==> src/rtl/sudoku_puzzle_loader.sv <==
// Streams an 81-cell puzzle from a synchronous ROM into a cell-serial solver,
// pacing Enter/Next handshakes with GAP idle cycles and finishing with Start.
module sudoku_puzzle_loader #(
    parameter int GAP = 4
) (
    input  logic       board_clk,
    input  logic       Reset,
    input  logic       Go,
    input  logic       Abort,
    output logic [6:0] RomAddr,
    input  logic [3:0] RomData,
    output logic [3:0] InputValue,
    output logic       Enter,
    output logic       Next,
    output logic       Start,
    output logic [3:0] Row,
    output logic [3:0] Col,
    output logic       Busy,
    output logic       Done,
    output logic       Err
);

    typedef enum logic [3:0] {
        S_IDLE    = 4'd0,
        S_FETCH   = 4'd1,
        S_CAPTURE = 4'd2,
        S_ENTER   = 4'd3,
        S_HOLD_E  = 4'd4,
        S_NEXT    = 4'd5,
        S_HOLD_N  = 4'd6,
        S_START   = 4'd7,
        S_DONE    = 4'd8,
        S_ERR     = 4'd9
    } state_t;

    localparam logic [7:0] GAP_LAST  = 8'(GAP - 1);
    localparam logic [6:0] LAST_CELL = 7'd80;

    // A ROM nibble is a legal cell value when blank (0) or a given digit 1..9.
    function automatic logic is_legal_cell(input logic [3:0] d);
        return (d <= 4'd9);
    endfunction

    state_t     state_r, state_s;
    logic [6:0] cell_r, cell_s;
    logic [3:0] row_r, row_s;
    logic [3:0] col_r, col_s;
    logic [3:0] value_r, value_s;
    logic [7:0] gap_r, gap_s;
    logic       enter_r, enter_s;
    logic       next_r, next_s;
    logic       start_r, start_s;
    logic       busy_r, busy_s;
    logic       done_r, done_s;
    logic       err_r, err_s;

    // State and every output register; outputs are precomputed from the next state.
    always_ff @(posedge board_clk or posedge Reset) begin
        if (Reset) begin
            state_r <= S_IDLE;
            cell_r  <= 7'd0;
            row_r   <= 4'd0;
            col_r   <= 4'd0;
            value_r <= 4'd0;
            gap_r   <= 8'd0;
            enter_r <= 1'b0;
            next_r  <= 1'b0;
            start_r <= 1'b0;
            busy_r  <= 1'b0;
            done_r  <= 1'b0;
            err_r   <= 1'b0;
        end else begin
            state_r <= state_s;
            cell_r  <= cell_s;
            row_r   <= row_s;
            col_r   <= col_s;
            value_r <= value_s;
            gap_r   <= gap_s;
            enter_r <= enter_s;
            next_r  <= next_s;
            start_r <= start_s;
            busy_r  <= busy_s;
            done_r  <= done_s;
            err_r   <= err_s;
        end
    end

    // Next-state logic; Abort overrides every transition and clears the datapath.
    always_comb begin
        state_s = state_r;
        cell_s  = cell_r;
        row_s   = row_r;
        col_s   = col_r;
        value_s = value_r;
        gap_s   = 8'd0;
        if (Abort) begin
            state_s = S_IDLE;
            cell_s  = 7'd0;
            row_s   = 4'd0;
            col_s   = 4'd0;
            value_s = 4'd0;
        end else begin
            case (state_r)
                S_IDLE, S_DONE, S_ERR: begin
                    if (Go) begin
                        state_s = S_FETCH;
                        cell_s  = 7'd0;
                        row_s   = 4'd0;
                        col_s   = 4'd0;
                    end else begin
                        state_s = state_r;
                    end
                end
                S_FETCH: state_s = S_CAPTURE;
                S_CAPTURE: begin
                    if (is_legal_cell(RomData)) begin
                        value_s = RomData;
                        state_s = S_ENTER;
                    end else begin
                        state_s = S_ERR;
                    end
                end
                S_ENTER: state_s = S_HOLD_E;
                S_HOLD_E: begin
                    if (gap_r != GAP_LAST) begin
                        gap_s = gap_r + 8'd1;
                    end else if (cell_r == LAST_CELL) begin
                        state_s = S_START;
                    end else begin
                        state_s = S_NEXT;
                    end
                end
                S_NEXT: state_s = S_HOLD_N;
                S_HOLD_N: begin
                    if (gap_r != GAP_LAST) begin
                        gap_s = gap_r + 8'd1;
                    end else begin
                        state_s = S_FETCH;
                        cell_s  = cell_r + 7'd1;
                        // Row-major walk: column wraps after 8 and bumps the row.
                        if (col_r == 4'd8) begin
                            col_s = 4'd0;
                            row_s = row_r + 4'd1;
                        end else begin
                            col_s = col_r + 4'd1;
                        end
                    end
                end
                S_START: state_s = S_DONE;
                default: state_s = S_IDLE;
            endcase
        end
        enter_s = (state_s == S_ENTER);
        next_s  = (state_s == S_NEXT);
        start_s = (state_s == S_START);
        done_s  = (state_s == S_DONE);
        err_s   = (state_s == S_ERR);
        busy_s  = !((state_s == S_IDLE) || (state_s == S_DONE) || (state_s == S_ERR));
    end

    assign RomAddr    = cell_r;
    assign InputValue = value_r;
    assign Row        = row_r;
    assign Col        = col_r;
    assign Enter      = enter_r;
    assign Next       = next_r;
    assign Start      = start_r;
    assign Busy       = busy_r;
    assign Done       = done_r;
    assign Err        = err_r;

endmodule

==> config.mk <==
export PLATFORM = sky130hd
export DESIGN_NAME = sudoku_puzzle_loader
export DESIGN_NICKNAME = d
export VERILOG_FILES = /design/src/rtl/sudoku_puzzle_loader.sv
export SDC_FILE = /design/constraint.sdc
export NUM_CORES = 1
export LEC_CHECK = 0
export CORE_MARGIN = 2
export CORE_UTILIZATION = 56
export DETAILED_ROUTE_END_ITERATION = 6
export GPL_TIMING_DRIVEN = 0
export PLACE_DENSITY = 0.84
export SETUP_SLACK_MARGIN = 0.3
export SLEW_MARGIN = 10
export SYNTH_ARGS = -nofsm -noshare
export SYNTH_HDL_FRONTEND = slang
export SYNTH_SLANG_ARGS = --single-unit
==> constraint.sdc <==
create_clock -name board_clk -period 4 [get_ports board_clk]
set_input_delay 0.8 -clock board_clk [delete_from_list [all_inputs] [get_ports board_clk]]
set_output_delay 0.8 -clock board_clk [all_outputs]
set_load 0.005 [all_outputs]
After elaboration in Yosys (flattened, before gate mapping)
Index checks and enable logic that the tools add are counted.
{ "word_totals": {"reg_bits": 37, "output_inout_bits": 25, "inputBits": 8, "wordCells": 76} }
{ "op_classes": {"eq_ne": 20, "n_lt_le_gt_ge": 1, "n_reduce_logical": 13, "add_sub_neg": 4, "muxes": 26} }
{ "ops": {"columns": ["cell", "count"], "rows": [
  ["4-bit 2-to-1 mux", 15],
  ["4-bit one-hot mux with 8 select lines", 1],
  ["4-bit by 3-bit == test with 1-bit output, second input constant", 6],
  ["8-bit 2-to-1 mux", 3],
  ["7-bit 2-to-1 mux", 3],
  ["4-bit == test, second input constant", 5],
  ["4-bit one-hot mux with 2 select lines", 2],
  ["7-bit one-hot mux with 2 select lines", 1],
  ["4-bit by 2-bit == test with 1-bit output, second input constant", 3],
  ["3-bit != test, second input constant", 3],
  ["4-bit by 1-bit adder with 4-bit output, second input constant", 2],
  ["8-bit by 1-bit adder with 8-bit output, second input constant", 1],
  ["4-bit zero test", 2],
  ["8-bit by 2-bit != test with 1-bit output, second input constant", 1],
  ["7-bit by 1-bit adder with 7-bit output, second input constant", 1],
  ["7-bit == test, second input constant", 1],
  ["4-bit by 1-bit == test with 1-bit output, second input constant", 1],
  ["4-bit less-or-equal comparator, second input constant", 1],
  ["4-bit AND reduction", 1],
  ["2-bit nonzero test", 2],
  ["3-bit AND reduction", 1],
  ["3-bit nonzero test", 1],
  ["3-bit OR reduction", 1],
  ["1-bit logical OR", 2],
  ["4 further kinds", 4]
]} }

Logic depth before layout (Yosys ltp)
Gate-level depths: netlist of run 1.
{ "depth": {"word_depth": 9, "depth_mapped": 7, "mapped_depth_nobuf": 7} }

Worst setup path before layout of run 1
OpenSTA, ideal clock, no wires.
{ "synth_path": {"path_type": "input -> register", "start": "input Abort", "end": "register value_r[0] (netlist: InputValue[0])", "n_path_buf": 1, "required_time_ps": 3879, "arrival_time_ps": 2238, "setup_time_ps": 121, "setup_slack_ps": 1641, "stages": 7, "cell_sequence": "clkbuf_1 or2_2 or3b_2 o311a_2 inv_2 nor3_4 a22o_1"} }
{ "synth_via": {"elab_chain_len": 2, "elab_cells_between_ends": 4, "cone_classes": "mux (1); reduce/logical (3)"} }
{ "synth_lines": {"columns": ["element", "line", "source"], "rows": [
  ["start: declaration", "9", "input logic Abort,"],
  ["2-bit nonzero test (no line)", null, null],
  ["2-bit AND reduction (no line)", null, null],
  ["end signal: assignment", "77", "value_r <= value_s;"],
  ["end: declaration", "48", "logic [3:0] value_r, value_s;"]
]} }
Several ways; a longest one is shown, not always the timed one.
A chain may end at the register's enable or synchronous reset.

Final worst setup path of run 1
{ "layout_path": {"start": "input Abort", "end": "register cell_r[5] (netlist: RomAddr[5])"} }
{ "layout_via": {"elab_chain_len": 2, "elab_cells_between_ends": 5, "cone_classes": "eq/ne (2); mux (1); reduce/logical (2)"} }
{ "layout_lines": {"columns": ["element", "line", "source"], "rows": [
  ["3-bit != test (no line) / 3-bit nonzero test (equally long branches)", null, null],
  ["3-bit AND reduction (no line)", null, null],
  ["end signal: assignment", "74", "cell_r <= cell_s;"],
  ["end: declaration", "45", "logic [6:0] cell_r, cell_s;"]
]} }
Several ways; a longest one is shown, not always the timed one.

==> run summary, run 1 <==
Average wire per standard cell = 14.4 um
Worst-path fanout max = 9
Endpoint, Worst Hold = gap_r[0]$_DFF_PP0_
Clk_skew = 0.0108 ns
Grt total ovfl = 0
Hold path cells = 1
Drt total wl = 3.94 mm
Initial drt markers = 132
Die H = 62.3 um
Setup TNS = 0 ns
Post-cts sizing count = 0
Worst Path Required = 4.25 ns
Critical path class = in -> reg
Hold Path Origin = gap_r[0]$_DFF_PP0_
Postcts setup bufs = 0
Worst path most repeated cell = clkbuf_1
Crit path max-delay cell type = nor4b_2
Post-place setup slack = 1.39 ns
Io pins = 33
ANT nets after route = 0
Area of the die = 3880 um^2
Syn avg cell area = 10.1 um^2
Max incr delay on CP = 0.56 ns
Worst hold path class = reg -> reg
Power Dens Cells = 345 nW/um^2
Yosys warns = 0
Worst reg2reg path depth = 6
Layout cell share with drive strength beyond 1 = 11.0%
# DRC = 0
Worst-path clk slew = 0.10 ns
Critical R2R Capture = InputValue[2]$_DFFE_PP0P_
First-pass GRT wire length = 6.76 mm
Gate Count Post-Synth = 189
Die Wd = 62.3 um
Post-synthesis cell area = 1900 um^2
RSZ-0062 raised after global routing = false
Rows = 21
Cell depth of the worst setup path = 6
Nets = 241
DP HPWL = 2.96 mm
Least-Margin Pin Slew = 0.749 ns
VDD IR-drop max = 290 uV
Via count = 1555
Register area share after synthesis = 48.7%
Placer Congestion = 0.857
CTS root buffer = clkbuf_4
EDFF count, synth = 0
Element type at the critical path start = input port
Leak pwr = 0.00100 uW
Worst setup margin = 1.74 ns
CTS H-tree depth = 2
Distinct cells, synth = 48
Min Tclk post-route = 2.26 ns
CP top delay family = simple AND/OR/NAND/NOR gates
FMAX = 0.442 GHz
Worst r2r src = gap_r[5]$_DFF_PP0_
Rel. slew slack = 50.0%
Final setup vio count = 0
Pre-antenna DRT Iters = 4
Vias in the first global route = 1538
Initial antenna violation count = 0
Commonest non-fill, non-tap cells in the layout = 37 x dfrtp_1, 31 x clkdlybuf4s50_1, 17 x nor2_1, 17 x o21ai_0, 14 x nand2_1
Post-Syn Nets = 203
Core footprint = 3310 um^2
Total global-route track usage = 21.9%
Hold Vio Cnt, Final = 0
Max-cap violations = 0
Clock Sinks = 37
Clock Latency Late Sink = 0.34 ns
Largest net degree at the start of global routing = 38
Starting Density = 57.4%
Area Overhead vs Synth = 22.2%
PortBufs = 31
Crit path arrival time = 2.52 ns
CP cell instances = clkbuf_1 -> nor4b_2 -> and2_0 -> clkbuf_1 -> nand2b_1 -> o31ai_1
Crit. End Element = flop
CTS Buf Count = 5
Detailed-route vias per instance = 5.70
# hold bufs at CTS = 0
Final slew viol count = 0
R2R Setup Slk = 1.83 ns
#FFs+latches synth = 37
Maximum clock path buffer count = 2
CTS tree = yes
Asr flop ratio synth = 100%
Worst Path Buf+Inv = 2
Most common cell after layout, fill and taps aside = dfrtp_1
Period utilization = 56.5%
Primary FF master, synth = dfrtp_1
Finished Core Util = 70.2%
# diodes = 0
Status = finished clean
==> worst max path at each step <==
stage | start | slack (ns) | end
2_1_floorplan | Abort | 1.64 | InputValue[0]$_DFFE_PP0P_
3_3_place_gp | Abort | 1.40 | RomAddr[5]$_DFFE_PP0P_
3_5_place_dp | Abort | 1.39 | RomAddr[6]$_DFFE_PP0P_
4_1_cts | Abort | 1.74 | RomAddr[5]$_DFFE_PP0P_
5_1_grt | Abort | 1.55 | RomAddr[5]$_DFFE_PP0P_
6_report | Abort | 1.74 | RomAddr[5]$_DFFE_PP0P_
==> sequential cells by signal (all words and copies together), names as in the netlist <==
name,count
Col,4
Busy,1
Enter,1
state_r,4
Start,1
Done,1
Next,1
Row,4
Err,1
gap_r,8
RomAddr,7
InputValue,4
==> synth_stat cells (2+ instances only) <==
cell type  count  share of area [%]
ha_1           6                3.9
o21ai_0       17                4.5
dfrtp_1       37                 49
o31ai_1        6                2.4
nand3_1        8                2.1
xor2_1         4                1.8
inv_1         10                2.0
nand3b_1       2               0.79
and2_1         3               0.99
or3_1          2               0.66
clkbuf_1       3               0.59
or2_2          3               0.99
nor3_1         7                1.8
nand2b_1       6                2.0
o211ai_1       2               0.79
and3_1         5                1.6
a21oi_1        3               0.79
buf_4          2               0.79
nand2_1       14                2.8
a22o_1         4                1.8
nor2_1        17                3.4
xnor2_1        2               0.92
==> metal layers <==
metal  global-route usage [%]  wire length (um)
met5                        0                 0
met4                     8.06                76
met3                     6.34               225
met2                     39.1              1950
met1                     24.9              1690
==> kinds of logic after synthesis <==
family	Yosys count	share of synthesized area, %
buffers and inverters	16	3.55
DFF	37	48.7
and+or+nand+nor	82	25.5
adders and majority gates	6	3.95
xor gates and xnor gates	6	2.76
AOI/OAI and AO/OA	42	15.5
==> where the power goes <==
part           internal, uW  total (uW)  switching (uW)
Combinational          84.6         183            98.9
Clock                  83.0         198             115
Sequential              398         420            22.0
==> through the flow <==
stage	cells	cell area, um^2	hold WS (ns)	power (uW)
final	273	2320	0.494	801
after global routing	273	2320	0.530	844
after CTS	273	2320	0.499	806
after detailed placement	266	2270	0.483	610
after global placement	266	2270	0.462	601
after floorplan	189	1900	0.446	541
==> layout make-up <==
cell class                 instances  area (um^2)
timing repair buffer              31          310
buffer                             5         26.3
multi-input combinational        136          908
fill                             274          986
tap                               46         57.6
inverter                          11         41.3
clock buffer                       7         55.1
sequential                        37          926
Power figures use the tool's default switching activity.
==> inputs of run 2 (changes only) <==
--- a/config.mk
+++ b/config.mk
@@ -6,10 +6,10 @@
 export NUM_CORES = 1
 export LEC_CHECK = 0
 export CORE_MARGIN = 2
-export CORE_UTILIZATION = 56
+export CORE_UTILIZATION = 52
 export DETAILED_ROUTE_END_ITERATION = 6
 export GPL_TIMING_DRIVEN = 0
-export PLACE_DENSITY = 0.84
+export PLACE_DENSITY = 0.79
 export SETUP_SLACK_MARGIN = 0.3
 export SLEW_MARGIN = 10
 export SYNTH_ARGS = -nofsm -noshare
==> constraint.sdc (replaced) <==
create_clock -name board_clk -period 2.3 [get_ports board_clk]
set_input_delay 0.46 -clock board_clk [delete_from_list [all_inputs] [get_ports board_clk]]
set_output_delay 0.46 -clock board_clk [all_outputs]
set_load 0.005 [all_outputs]
==> run 2 against run 1 <==
  * Register-to-register slack got worse by 1.6 ns
  * Die area grew 7.2%
  * Worst hold slack gained 0.0096 ns
  * Sequential power is 75% higher
  * Power rose by 110%
  * Non-clock buffer count rose by 13
  * Clock-buffer cell count down 2
  * Clock skew decreased by 0.0027 ns
==> run summary, run 2 (synthesis results as in run 1) <==
Min Tclk post-route = 2.06 ns
Drt total wl = 4.41 mm (+12%)
Critical path class = reg -> reg
RSZ-0062 raised after global routing = true
M1 WL = 1.85 mm (+9.1%)
Biggest register = gap_r
Cell depth of the worst setup path = 6 (unchanged)
Status = finished clean
Clock Latency Late Sink = 0.35 ns (about the same)
# DRC = 0 (unchanged)
Die H = 64.5 um (+3.5%)
Hold Vio Cnt, Final = 0 (unchanged)
Endpoint, Worst Hold = RomAddr[6]$_DFFE_PP0P_
Max-cap violations = 0 (unchanged)
# hold bufs at CTS = 0 (unchanged)
Layout cell share with drive strength beyond 1 = 22.4% (+11 points)
Nets = 254 (+5.4%)
PortBufs = 31 (unchanged)
CTS Buf Count = 5 (unchanged)
Non-filler cells in the finished layout = 287 (+5.1%)
CTS tree = yes
Rows = 21 (unchanged)
VDD IR-drop max = 504 uV (+74%)
ANT nets after route = 0 (unchanged)
Starting Density = 55.7% (-1.8 points)
Power Dens Cells = 655 nW/um^2 (+90%)
Initial drt markers = 92 (-30%)
Clk_skew = 0.00807 ns (-0.00272 ns)
Worst Path Required = 2.59 ns (-1.66 ns)
Period utilization = 89.5%
CP top delay family = simple AND/OR/NAND/NOR gates
First-pass GRT wire length = 6.81 mm (+0.71%)
Worst r2r src = gap_r[4]$_DFF_PP0_
Cells after DPL = 266 (unchanged)
Commonest non-fill, non-tap cells in the layout = 35 x dfrtp_1, 31 x clkdlybuf4s50_1, 17 x nor2_1, 16 x buf_4, 14 x nand2_1
Max FFs per register = 8 (unchanged)
DP HPWL = 2.74 mm (-7.4%)
CP cell instances = or4_4 -> nor4_4 -> buf_4 -> a211oi_4 -> nor3_4 -> a22o_1
Worst reg2reg path depth = 6 (unchanged)
Detailed-route vias per instance = 5.69 (about the same)
Worst-path fanout max = 5 (-4)
R2R Setup Slk = 0.24 ns (-1.59 ns)
Worst Path Buf+Inv = 1 (-1)
Die Wd = 64.5 um (+3.5%)
Critical R2R Capture = InputValue[3]$_DFFE_PP0P_
Initial antenna violation count = 0 (unchanged)
Area of the die = 4160 um^2 (+7.2%)
Worst hold path class = reg -> reg
# diodes = 0 (unchanged)
Placer Congestion = 0.854 (-0.33%)
Top Layer Used = met4
Max incr delay on CP = 0.61 ns (+0.05 ns)
Average wire per standard cell = 15.3 um (+6.2%)
Crit path max-delay cell type = or4_4
Final setup vio count = 0 (unchanged)
Worst setup margin = 0.241 ns (-1.50 ns)
Largest net degree at the start of global routing = 38 (unchanged)
Leak pwr = 0.00113 uW (+12%)
Least-Margin Pin Slew = 0.746 ns (-0.00307 ns)
Maximum clock path buffer count = 2 (unchanged)
Met2 WL = 2.30 mm (+18%)
Area Overhead vs Synth = 35.9%
Io pins = 33 (unchanged)
Total global-route track usage = 21.4% (-0.56 points)
Clock Sinks = 37 (unchanged)
Finished Core Util = 75.7% (+5.5 points)
Pre-antenna DRT Iters = 4 (unchanged)
Grt total ovfl = 0 (unchanged)
Core footprint = 3420 um^2 (+3.2%)
CTS H-tree depth = 2 (unchanged)
Most common cell after layout, fill and taps aside = dfrtp_1
Hold Path Origin = RomAddr[6]$_DFFE_PP0P_
Rel. slew slack = 50.2% (+0.20 points)
Met3 routed WL = 191 um (-15%)
Crit path arrival time = 2.35 ns (-0.17 ns)
Worst-path clk slew = 0.11 ns (about the same)
Vias in the first global route = 1538 (unchanged)
Via count = 1634 (+5.1%)
Element type at the critical path start = flop
Crit. End Element = flop
Post-place setup slack = 0.0391 ns (-1.35 ns)
FMAX = 0.486 GHz
Hold path cells = 1 (unchanged)
CTS root buffer = clkbuf_4
Final slew viol count = 0 (unchanged)
Setup TNS = 0 ns (unchanged)
-- run 2: cell types whose count changed in the layout (fill, tap and decap cells not counted), moves of 3 or more --
cell      change
buf_4        +14
o21ai_1       +5
clkbuf_1      -4
o21ai_0       -5
nor3_1        -3
-- run 2: what timing repair did --
item / in CTS / in global routing
resized for setup: 9 / 23
setup buffers: 5 / 8
pin swaps: 7 / 8
setup endpoints to repair: 16 / 23
-- run 2: layout make-up --
cell class                 count  area (um^2)
multi-input combinational    136         1010
sequential                    37          928
fill                         236          831
timing repair buffer          44          408
clock inverter                 3         65.1
tap                           46         57.6
inverter                      11         41.3
clock buffer                   5         37.5
buffer                         5         32.5
-- run 2: per-stage QoR --
step	instance area, um^2	hold WS, ns	total power [uW]
2_1_floorplan	1900	0.446	942
3_3_place_gp	2270	0.464	1050
3_5_place_dp	2270	0.485	1060
4_1_cts	2460	0.514	1640
5_1_grt	2580	0.533	1760
6_report	2580	0.504	1690
-- run 2: worst register-to-register path: stages, from the launching register on --
cell	delay (ns)
dfrtp_1	0.40
or4_4	0.61
nor4_4	0.25
buf_4	0.20
a211oi_4	0.08
nor3_4	0.27
a22o_1	0.19
-- run 2: report_power, final --
group | internal, uW | switching [uW] | total, uW
Clock | 336 | 222 | 558
Combinational | 194 | 204 | 398
Sequential | 694 | 43.1 | 737
Total | 1220 | 469 | 1690
-- run 2: how the worst max path moves through the flow --
stage	from	endpoint
finish	gap_r[4]$_DFF_PP0_	InputValue[3]$_DFFE_PP0P_
global route	gap_r[4]$_DFF_PP0_	InputValue[2]$_DFFE_PP0P_
CTS	state_r[0]$_DFF_PP0_	InputValue[3]$_DFFE_PP0P_
detailed placement	Abort	Col[3]$_DFFE_PP0P_
global placement	Abort	Col[3]$_DFFE_PP0P_
floorplan	Abort	InputValue[0]$_DFFE_PP0P_
-- run 2: layer usage --
| metal | track usage [%] | vias to the layer above |
|---|---|---|
| met4 | 8.24 | 0 |
| li1 | - | 778 |
| met5 | 0 | - |
| met3 | 5.73 | 7 |
| met1 | 25.7 | 804 |
| met2 | 36.6 | 45 |
